### src/rtl/iq_age_select_pkg.sv
// Shared issue-queue sizing constants used by the age-select control block.
package iq_age_select_pkg;

  localparam int unsigned IQ_DEPTH_DEF = 8;
  localparam int unsigned IQ_IDX_W_DEF = $clog2(IQ_DEPTH_DEF);

endpackage

### src/rtl/iq_age_select_age_matrix.sv
// Age matrix for one issue queue: records relative allocation order and picks the
// oldest ready candidate.
module iq_age_matrix
  import iq_age_select_pkg::*;
#(
  parameter int unsigned IQ_DEPTH = IQ_DEPTH_DEF
) (
  input  logic                clock,
  input  logic                reset_n,
  input  logic                flush,
  input  logic [IQ_DEPTH-1:0] enq_oh,
  input  logic [IQ_DEPTH-1:0] cand,
  output logic [IQ_DEPTH-1:0] winner_oh
);

  // age_q[i][j] set means entry i is older than entry j
  logic [IQ_DEPTH-1:0][IQ_DEPTH-1:0] age_q;
  logic [IQ_DEPTH-1:0][IQ_DEPTH-1:0] age_d;

  // Newly allocated entry becomes younger than every other entry
  always_comb begin
    age_d = age_q;
    for (int k = 0; k < int'(IQ_DEPTH); k++) begin
      if (enq_oh[k]) begin
        for (int j = 0; j < int'(IQ_DEPTH); j++) begin
          if (j != k) begin
            age_d[j][k] = 1'b1;
            age_d[k][j] = 1'b0;
          end
        end
      end
    end
  end

  always_ff @(posedge clock) begin
    if (!reset_n || flush) begin
      age_q <= '0;
    end else begin
      age_q <= age_d;
    end
  end

  // An entry wins only if it is older than every other candidate
  always_comb begin
    winner_oh = '0;
    for (int i = 0; i < int'(IQ_DEPTH); i++) begin
      winner_oh[i] = cand[i];
      for (int j = 0; j < int'(IQ_DEPTH); j++) begin
        if (j != i && cand[j] && !age_q[i][j]) begin
          winner_oh[i] = 1'b0;
        end
      end
    end
  end

endmodule

### src/rtl/iq_age_select.sv
// Issue-queue control: free-entry allocation, oldest-ready select and a one-deep
// issue register toward the functional unit.
module iq_age_select
  import iq_age_select_pkg::*;
#(
  parameter int unsigned IQ_DEPTH = IQ_DEPTH_DEF,
  parameter int unsigned IQ_IDX_W = $clog2(IQ_DEPTH)
) (
  input  logic                clock,
  input  logic                reset_n,
  input  logic                flush,
  input  logic [IQ_DEPTH-1:0] entry_valid,
  input  logic [IQ_DEPTH-1:0] entry_ready,
  input  logic                enq_valid,
  output logic                enq_ready,
  output logic [IQ_DEPTH-1:0] enq_entry_oh,
  output logic [IQ_DEPTH-1:0] issuing,
  output logic                iss_load,
  output logic                iss_valid,
  output logic [IQ_IDX_W-1:0] iss_entry_idx,
  input  logic                deq_ready,
  output logic [IQ_IDX_W:0]   occupancy
);

  localparam int unsigned OCC_W = IQ_IDX_W + 1;

  logic [IQ_DEPTH-1:0] free;
  logic [IQ_DEPTH-1:0] low_free_oh;
  logic                low_found;
  logic [IQ_DEPTH-1:0] cand;
  logic [IQ_DEPTH-1:0] winner_oh;
  logic                can_load;
  logic [IQ_IDX_W-1:0] iss_idx_d;
  logic [OCC_W-1:0]    occ_d;

  // Allocation: lowest free slot, blocked during flush
  always_comb begin
    free        = ~entry_valid;
    low_free_oh = '0;
    low_found   = 1'b0;
    for (int i = 0; i < int'(IQ_DEPTH); i++) begin
      if (free[i] && !low_found) begin
        low_free_oh[i] = 1'b1;
        low_found      = 1'b1;
      end
    end
    enq_ready    = (|free) & ~flush;
    enq_entry_oh = (enq_valid & enq_ready) ? low_free_oh : '0;
  end

  assign cand = entry_ready & entry_valid;

  iq_age_matrix #(
    .IQ_DEPTH (IQ_DEPTH)
  ) u_age_matrix (
    .clock     (clock),
    .reset_n   (reset_n),
    .flush     (flush),
    .enq_oh    (enq_entry_oh),
    .cand      (cand),
    .winner_oh (winner_oh)
  );

  // Issue only when the register is empty or draining this cycle
  always_comb begin
    can_load = ~iss_valid | deq_ready;
    issuing  = winner_oh & {IQ_DEPTH{can_load & ~flush}};
    iss_load = |issuing;
    iss_idx_d = '0;
    for (int i = 0; i < int'(IQ_DEPTH); i++) begin
      if (issuing[i]) begin
        iss_idx_d = IQ_IDX_W'(i);
      end
    end
  end

  always_comb begin
    occ_d = '0;
    for (int i = 0; i < int'(IQ_DEPTH); i++) begin
      occ_d = occ_d + OCC_W'(entry_valid[i]);
    end
  end

  always_ff @(posedge clock) begin
    if (!reset_n) begin
      iss_valid     <= 1'b0;
      iss_entry_idx <= '0;
      occupancy     <= '0;
    end else if (flush) begin
      iss_valid     <= 1'b0;
      occupancy     <= '0;
    end else begin
      occupancy <= occ_d;
      if (iss_load) begin
        iss_valid     <= 1'b1;
        iss_entry_idx <= iss_idx_d;
      end else if (deq_ready) begin
        iss_valid     <= 1'b0;
      end
    end
  end

endmodule

### config.mk
export PLATFORM = sky130hd
export DESIGN_NAME = iq_age_select
export DESIGN_NICKNAME = d
export VERILOG_FILES = /design/src/rtl/iq_age_select_pkg.sv /design/src/rtl/iq_age_select_age_matrix.sv /design/src/rtl/iq_age_select.sv
export SDC_FILE = /design/constraint.sdc
export NUM_CORES = 1
export LEC_CHECK = 0
export ABC_AREA = 1
export BUFFER_PORTS_ARGS = -buffer_cell sky130_fd_sc_hd__buf_2
export CORE_AREA = 2 2 64 96
export CTS_CLUSTER_DIAMETER = 30
export DETAILED_ROUTE_END_ITERATION = 12
export DIE_AREA = 0 0 66 98
export PLACE_DENSITY = 0.81
export SYNTH_ARGS = -nofsm -noshare
export SYNTH_HDL_FRONTEND = slang
export SYNTH_SLANG_ARGS = --single-unit
### constraint.sdc
create_clock -name clock -period 3.9 [get_ports clock]
set_input_delay 0.78 -clock clock [delete_from_list [all_inputs] [get_ports clock]]
set_output_delay 0.78 -clock clock [all_outputs]
set_load 0.1 [all_outputs]
# After elaboration in Yosys (flattened, before gate mapping)
# Index checks and enable logic that the tools add are counted.
# totals
reg_bits	64
input_bits	21
# op_classes
add_sub_neg	7
muxes	115
bitwise_logic	10
n_reduce_logical	168
# ops
op	n
2-to-1 mux 1 bit	102
zero test 1 bit	64
logical AND 1 bit	63
nonzero test 2 bit	29
2-to-1 mux 3 bit	7
adder 4 x 1 -> 4 bit	4
AND 8 bit	2
OR reduction 2 bit	8
OR reduction 8 bit	2
2-to-1 mux 8 bit	1
inverter 8 bit	1
2-to-1 mux 7 bit	1
2-to-1 mux 6 bit	1
2-to-1 mux 5 bit	1
adder 3 x 1 -> 4 bit	1
2-to-1 mux 4 bit	1
adder 2 x 1 -> 3 bit	1
AND 1 bit	3
inverter 1 bit	3
adder 1 x 1 -> 2 bit	1
2-to-1 mux 2 bit	1
AND reduction 2 bit	1
logical OR 1 bit	1
bitwise OR 1 bit	1

# Logic depth before layout (Yosys ltp)
# logic_depth
depth_word	26
mapped_depth	13
depth_no_buf	13

# By module
# A second synthesis with hierarchy kept.
# unflattened
cells_unflattened	466
area_unflattened_um2	3128.0
# by_module_without_submodules
mod	n_inst	cells_each	area_per_inst_um2	seq_area_each_um2
iq_age_matrix	1	333	2290.9	1121.1
iq_age_select	1	133	837.1	160.2

# Worst setup path after synthesis
# Ideal clock, no wire load.
# synth_timing
kind	input port to output port
from	in entry_valid[0]
to	out enq_entry_oh[6]
t_arrival_ns	2.604
required_time_ns	3.120
setup_slack_ns	0.516
path_stages	7
path_buffers	0
cell_sequence	ha_1 > inv_1 > nor2_1 > inv_2 > nor2_2 > nand2_1 > nor3_2
# synth_via
elab_chain_cells	21
elab_cells_between_ends	24
# synth_lines
item	line	rtl
start, declared	iq_age_select.sv:12	input logic [IQ_DEPTH-1:0] entry_valid,
inverter 8 bit *	iq_age_select.sv:38	free = ~entry_valid;
2-to-1 mux 1 bit	iq_age_select.sv:42	if (free[i] && !low_found) begin
zero test 1 bit	iq_age_select.sv:42	
logical AND 1 bit	iq_age_select.sv:42	
2-to-1 mux 1 bit	iq_age_select.sv:42	
zero test 1 bit	iq_age_select.sv:42	
logical AND 1 bit	iq_age_select.sv:42	
2-to-1 mux 1 bit	iq_age_select.sv:42	
[... 5 more ...]	--	
2-to-1 mux 1 bit	iq_age_select.sv:42	
zero test 1 bit	iq_age_select.sv:42	
logical AND 1 bit	iq_age_select.sv:42	
2-to-1 mux 1 bit	iq_age_select.sv:42	
zero test 1 bit	iq_age_select.sv:42	
logical AND 1 bit	iq_age_select.sv:42	
2-to-1 mux 1 bit	iq_age_select.sv:42	
2-to-1 mux 8 bit *	iq_age_select.sv:48	enq_entry_oh = (enq_valid & enq_ready) ? low_free_oh : '0;
end, declared	iq_age_select.sv:16	output logic [IQ_DEPTH-1:0] enq_entry_oh,
# Every way passes the cells marked *; elsewhere a longest branch is shown, timed or not.

# Final worst setup path
# layout_timing
from	in entry_valid[0]
to	out enq_entry_oh[7]
# layout_via
elab_chain_cells	24
elab_cells_between_ends	27
# layout_lines
item	line
inverter 8 bit *	iq_age_select.sv:38
2-to-1 mux 1 bit	iq_age_select.sv:42
zero test 1 bit	iq_age_select.sv:42
logical AND 1 bit	iq_age_select.sv:42
2-to-1 mux 1 bit	iq_age_select.sv:42
zero test 1 bit	iq_age_select.sv:42
logical AND 1 bit	iq_age_select.sv:42
2-to-1 mux 1 bit	iq_age_select.sv:42
[... 8 more ...]	--
2-to-1 mux 1 bit	iq_age_select.sv:42
zero test 1 bit	iq_age_select.sv:42
logical AND 1 bit	iq_age_select.sv:42
2-to-1 mux 1 bit	iq_age_select.sv:42
zero test 1 bit	iq_age_select.sv:42
logical AND 1 bit	iq_age_select.sv:42
2-to-1 mux 1 bit	iq_age_select.sv:42
2-to-1 mux 8 bit *	iq_age_select.sv:48
# Marked as above.

==> flow_metrics.py <==
metrics = {
    "outcome": {
        "status": "finished, final reports clean",
    },
    "timing": {
        "finalSetupViolCount": 0,
        "hold_violations": 0,
        "finalCritPeriodShare_pct": 81.6,
        "rsz0062_at_grt": "no",
        "setup_tns_ns": 0,
        "max_clock_freq_mhz": 314,
        "fin_ws_ns": 0.716,
        "finalCriticalPeriod_ns": 3.18,
        "tightest_slew_ns": 0.494,
        "worst_clock_skew_ns": 0.00973,
        "relSlewSlack_pct": 67.3,
        "report.final.slew_viol_count": 0,
    },
    "min_path": {
        "hp-class": "register to register",
    },
    "global_route": {
        "track_usage_pct": 26.9,
        "grt_first_pass_wirelength_um": 13000,
        "grt_remaining_overflow": 0,
        "grt_max_degree": 17,
        "antenna_found_initial": 0,
        "grt_pass1_vias": 2858,
    },
    "final_layout": {
        "area_growth_pct": 16.5,
        "drive_above_1_share_pct": 19.1,
        "layout.nets": 523,
        "n_antenna_cell": 0,
    },
    "power_and_ir_drop": {
        "power_frac_seq_pct": 46.5,
        "p_switching_w": 0.000466,
        "p_sw_share_pct": 32.4,
        "ir_drop_mv": 0.362,
        "p_comb_share_pct": 18.5,
        "leakage_nw": 1.79,
        "powerDensity_nw_per_um2": 408,
        "intPower_w": 0.000972,
        "clock_power_share_pct": 35.0,
    },
    "routing": {
        "viasPerCell": 5.06,
        "wl_per_cell_um": 13.8,
        "vias": 2881,
        "post-route-drc-count": 0,
        "firstDrtPassIters": 4,
        "drt-initial-drc-count": 168,
        "drt_wl_total_um": 7840,
        "ant_nets": 0,
    },
    "flow_run": {
        "maxCapViolations": 0,
    },
    "floorplanning": {
        "io-pin-count": 47,
        "die_w_um": 66,
        "core_um2": 5700,
        "initial_utilization_pct": 53.0,
        "dieHeight_um": 98,
        "die-area_um2": 6470,
        "rows": 34,
    },
    "placed_design": {
        "io_buffers": 46,
        "hpwl_um": 6090,
        "gp_congestion": 0.983,
        "post-place-ws_ns": 0.482,
    },
    "critical_path": {
        "worstPathMaxFanout": 8,
        "crit_path_max_incr_delay_ns": 0.45,
        "critPathLaunchType": "primary input",
        "timing_worst_setup_path_type": "primary input to output port",
        "endpoint_kind": "output port",
        "worstPathCellList": "buf_2, ha_1, inv_1, nor2_1, inv_2, nor2_2, nand2_1, clkinv_1, nand3_1, nor2_2, buf_2",
        "slowest_stage": "buf_2",
        "cp.required_ns": 3.12,
        "crit_buf_inv": 5,
        "cp_top_family": "buffers and inverters",
        "worstPathArrival_ns": 2.40,
    },
    "clock_tree": {
        "clk_pin_slew_ns": 0.06,
        "clk-insertion-delay-late_ns": 0.35,
        "clockBufferDepth": 2,
        "cts_root_buffer": "clkbuf_8",
        "cts.sinks": 64,
        "cts_buffers": 9,
        "cts_setup_buffers": 0,
        "cts_max_level": 3,
        "cts_hold_buf": 0,
        "cts_tree": "built",
        "ctsResizeCount": 0,
    },
    "synthesis": {
        "ys_seq_area_share_pct": 42.4,
        "netlist_instances": 435,
        "yosysWarnings": 0,
        "syn_area_um2": 3020,
        "synth_area_per_cell_um2": 6.95,
        "syn_nets": 466,
        "synth-seq-cells": 64,
        "synth_cell_types": 26,
    },
}
==> final cells by class <==
type                    instances  area, um^2
clock buffers                  10         138
fillers                       532        2180
multi-input cells             265        1340
flip-flops and latches         64        1280
inverters                     104         390
repair buffers                 48         245
well taps                      72        90.1
clock inverters                 6        35.0
==> worst paths after layout <==
path,from,end,slack [ns],depth (start not counted)
worst max register to register,iss_valid,iss_valid,2.33,11
worst min-delay path,u_age_matrix.age_q[32],u_age_matrix.age_q[32],0.45,2
worst max-delay path,entry_valid[0],enq_entry_oh[7],0.72,11
worst min register to register,u_age_matrix.age_q[32],u_age_matrix.age_q[32],0.45,2
==> cells in the mapped netlist <==
cell      instances  area share, %
a21oi_1          35            5.8
a31oi_1           1           0.21
and2_1            1           0.21
buf_1             1           0.12
buf_2             1           0.17
clkinv_1          2           0.25
dfxtp_1          64             42
fa_1              4            2.6
ha_1              6            2.5
inv_1            92             11
inv_2            10            1.2
nand2_1          86             11
nand2_2           8            1.7
nand2_4           1           0.37
nand3_1          36            6.0
nand3_2           2           0.66
nand4_1           1           0.21
nor2_1           45            5.6
nor2_2            6            1.2
nor3_1            2           0.33
nor3_2            3           0.99
o21ai_0           2           0.33
o21ai_1          18            3.0
o21ai_2           1           0.29
o31ai_1           6            1.5
xor2_1            1           0.29
==> tightest hold or removal path: stages, from the launching register on <==
cell and delay [ns]:
dfxtp_1 0.31, inv_1 0.05, a21oi_1 0.05
==> sequential cells by signal (all words and copies together), names as in the netlist <==
name                cells
iss_entry_idx           3
iss_valid               1
occupancy               4
u_age_matrix.age_q     56
==> placed cells by master, fill, tap and decap left out <==
cell type | synthesis | layout
fa_1 | 4 | 4
nand2_2 | 8 | 8
a31oi_1 | 1 | 1
nor3_1 | 2 | 2
and2_1 | 1 | 1
inv_1 | 92 | 92
clkinv_2 | 0 | 4
nand2_1 | 86 | 86
buf_2 | 1 | 46
inv_2 | 10 | 10
xor2_1 | 1 | 1
buf_4 | 0 | 2
o31ai_1 | 6 | 6
nand2_4 | 1 | 1
a21oi_1 | 35 | 35
o21ai_2 | 1 | 1
nor2_2 | 6 | 6
dfxtp_1 | 64 | 64
o21ai_1 | 18 | 18
clkbuf_8 | 0 | 10
nand3_1 | 36 | 36
o21ai_0 | 2 | 2
nor3_2 | 3 | 3
clkinvlp_4 | 0 | 2
nand4_1 | 1 | 1
ha_1 | 6 | 6
clkinv_1 | 2 | 2
nor2_1 | 45 | 45
nand3_2 | 2 | 2
==> power groups by stage <==
stage | registers [W] | clock network, W | logic, W
detailed placement | 0.000684 | 0 | 0.000266
finish | 0.000669 | 0.000503 | 0.000266
global route | 0.000670 | 0.000533 | 0.000291
floorplan | 0.000738 | 0 | 0.000142
CTS | 0.000669 | 0.000507 | 0.000266
global placement | 0.000684 | 0 | 0.000261
==> logic make-up (layout without fill, tap and decap cells) <==
group                      count (synthesis)  after routing  share of synthesized area (%)
AOI/OAI and AO/OA                         63             63                           11.1
xor gates and xnor gates                   1              1                          0.290
adders and majority gates                 10             10                           5.13
buffers and inverters                    106            168                           13.2
DFF                                       64             64                           42.4
and+or+nand+nor                          191            191                           27.9
==> routing by layer <==
layer	global-route usage [%]	part of all wire, %
met1	30.8	40
met2	44.1	49
met3	6.11	6.1
met4	16.8	5.1
met5	0	0
==> per-stage QoR <==
step           power, W  hold WS (ns)  area, um^2  instances  util (%)
4_1_cts         0.00144         0.446        3520        569      61.8
2_1_floorplan  0.000881         0.419        3020        435         -
5_1_grt         0.00149         0.474        3520        569      61.8
3_5_place_dp   0.000949         0.437        3350        553      58.8
6_report        0.00144         0.448        3520        569      61.8
3_3_place_gp   0.000945         0.429        3350        553      58.8
Power figures use the tool's default switching activity.
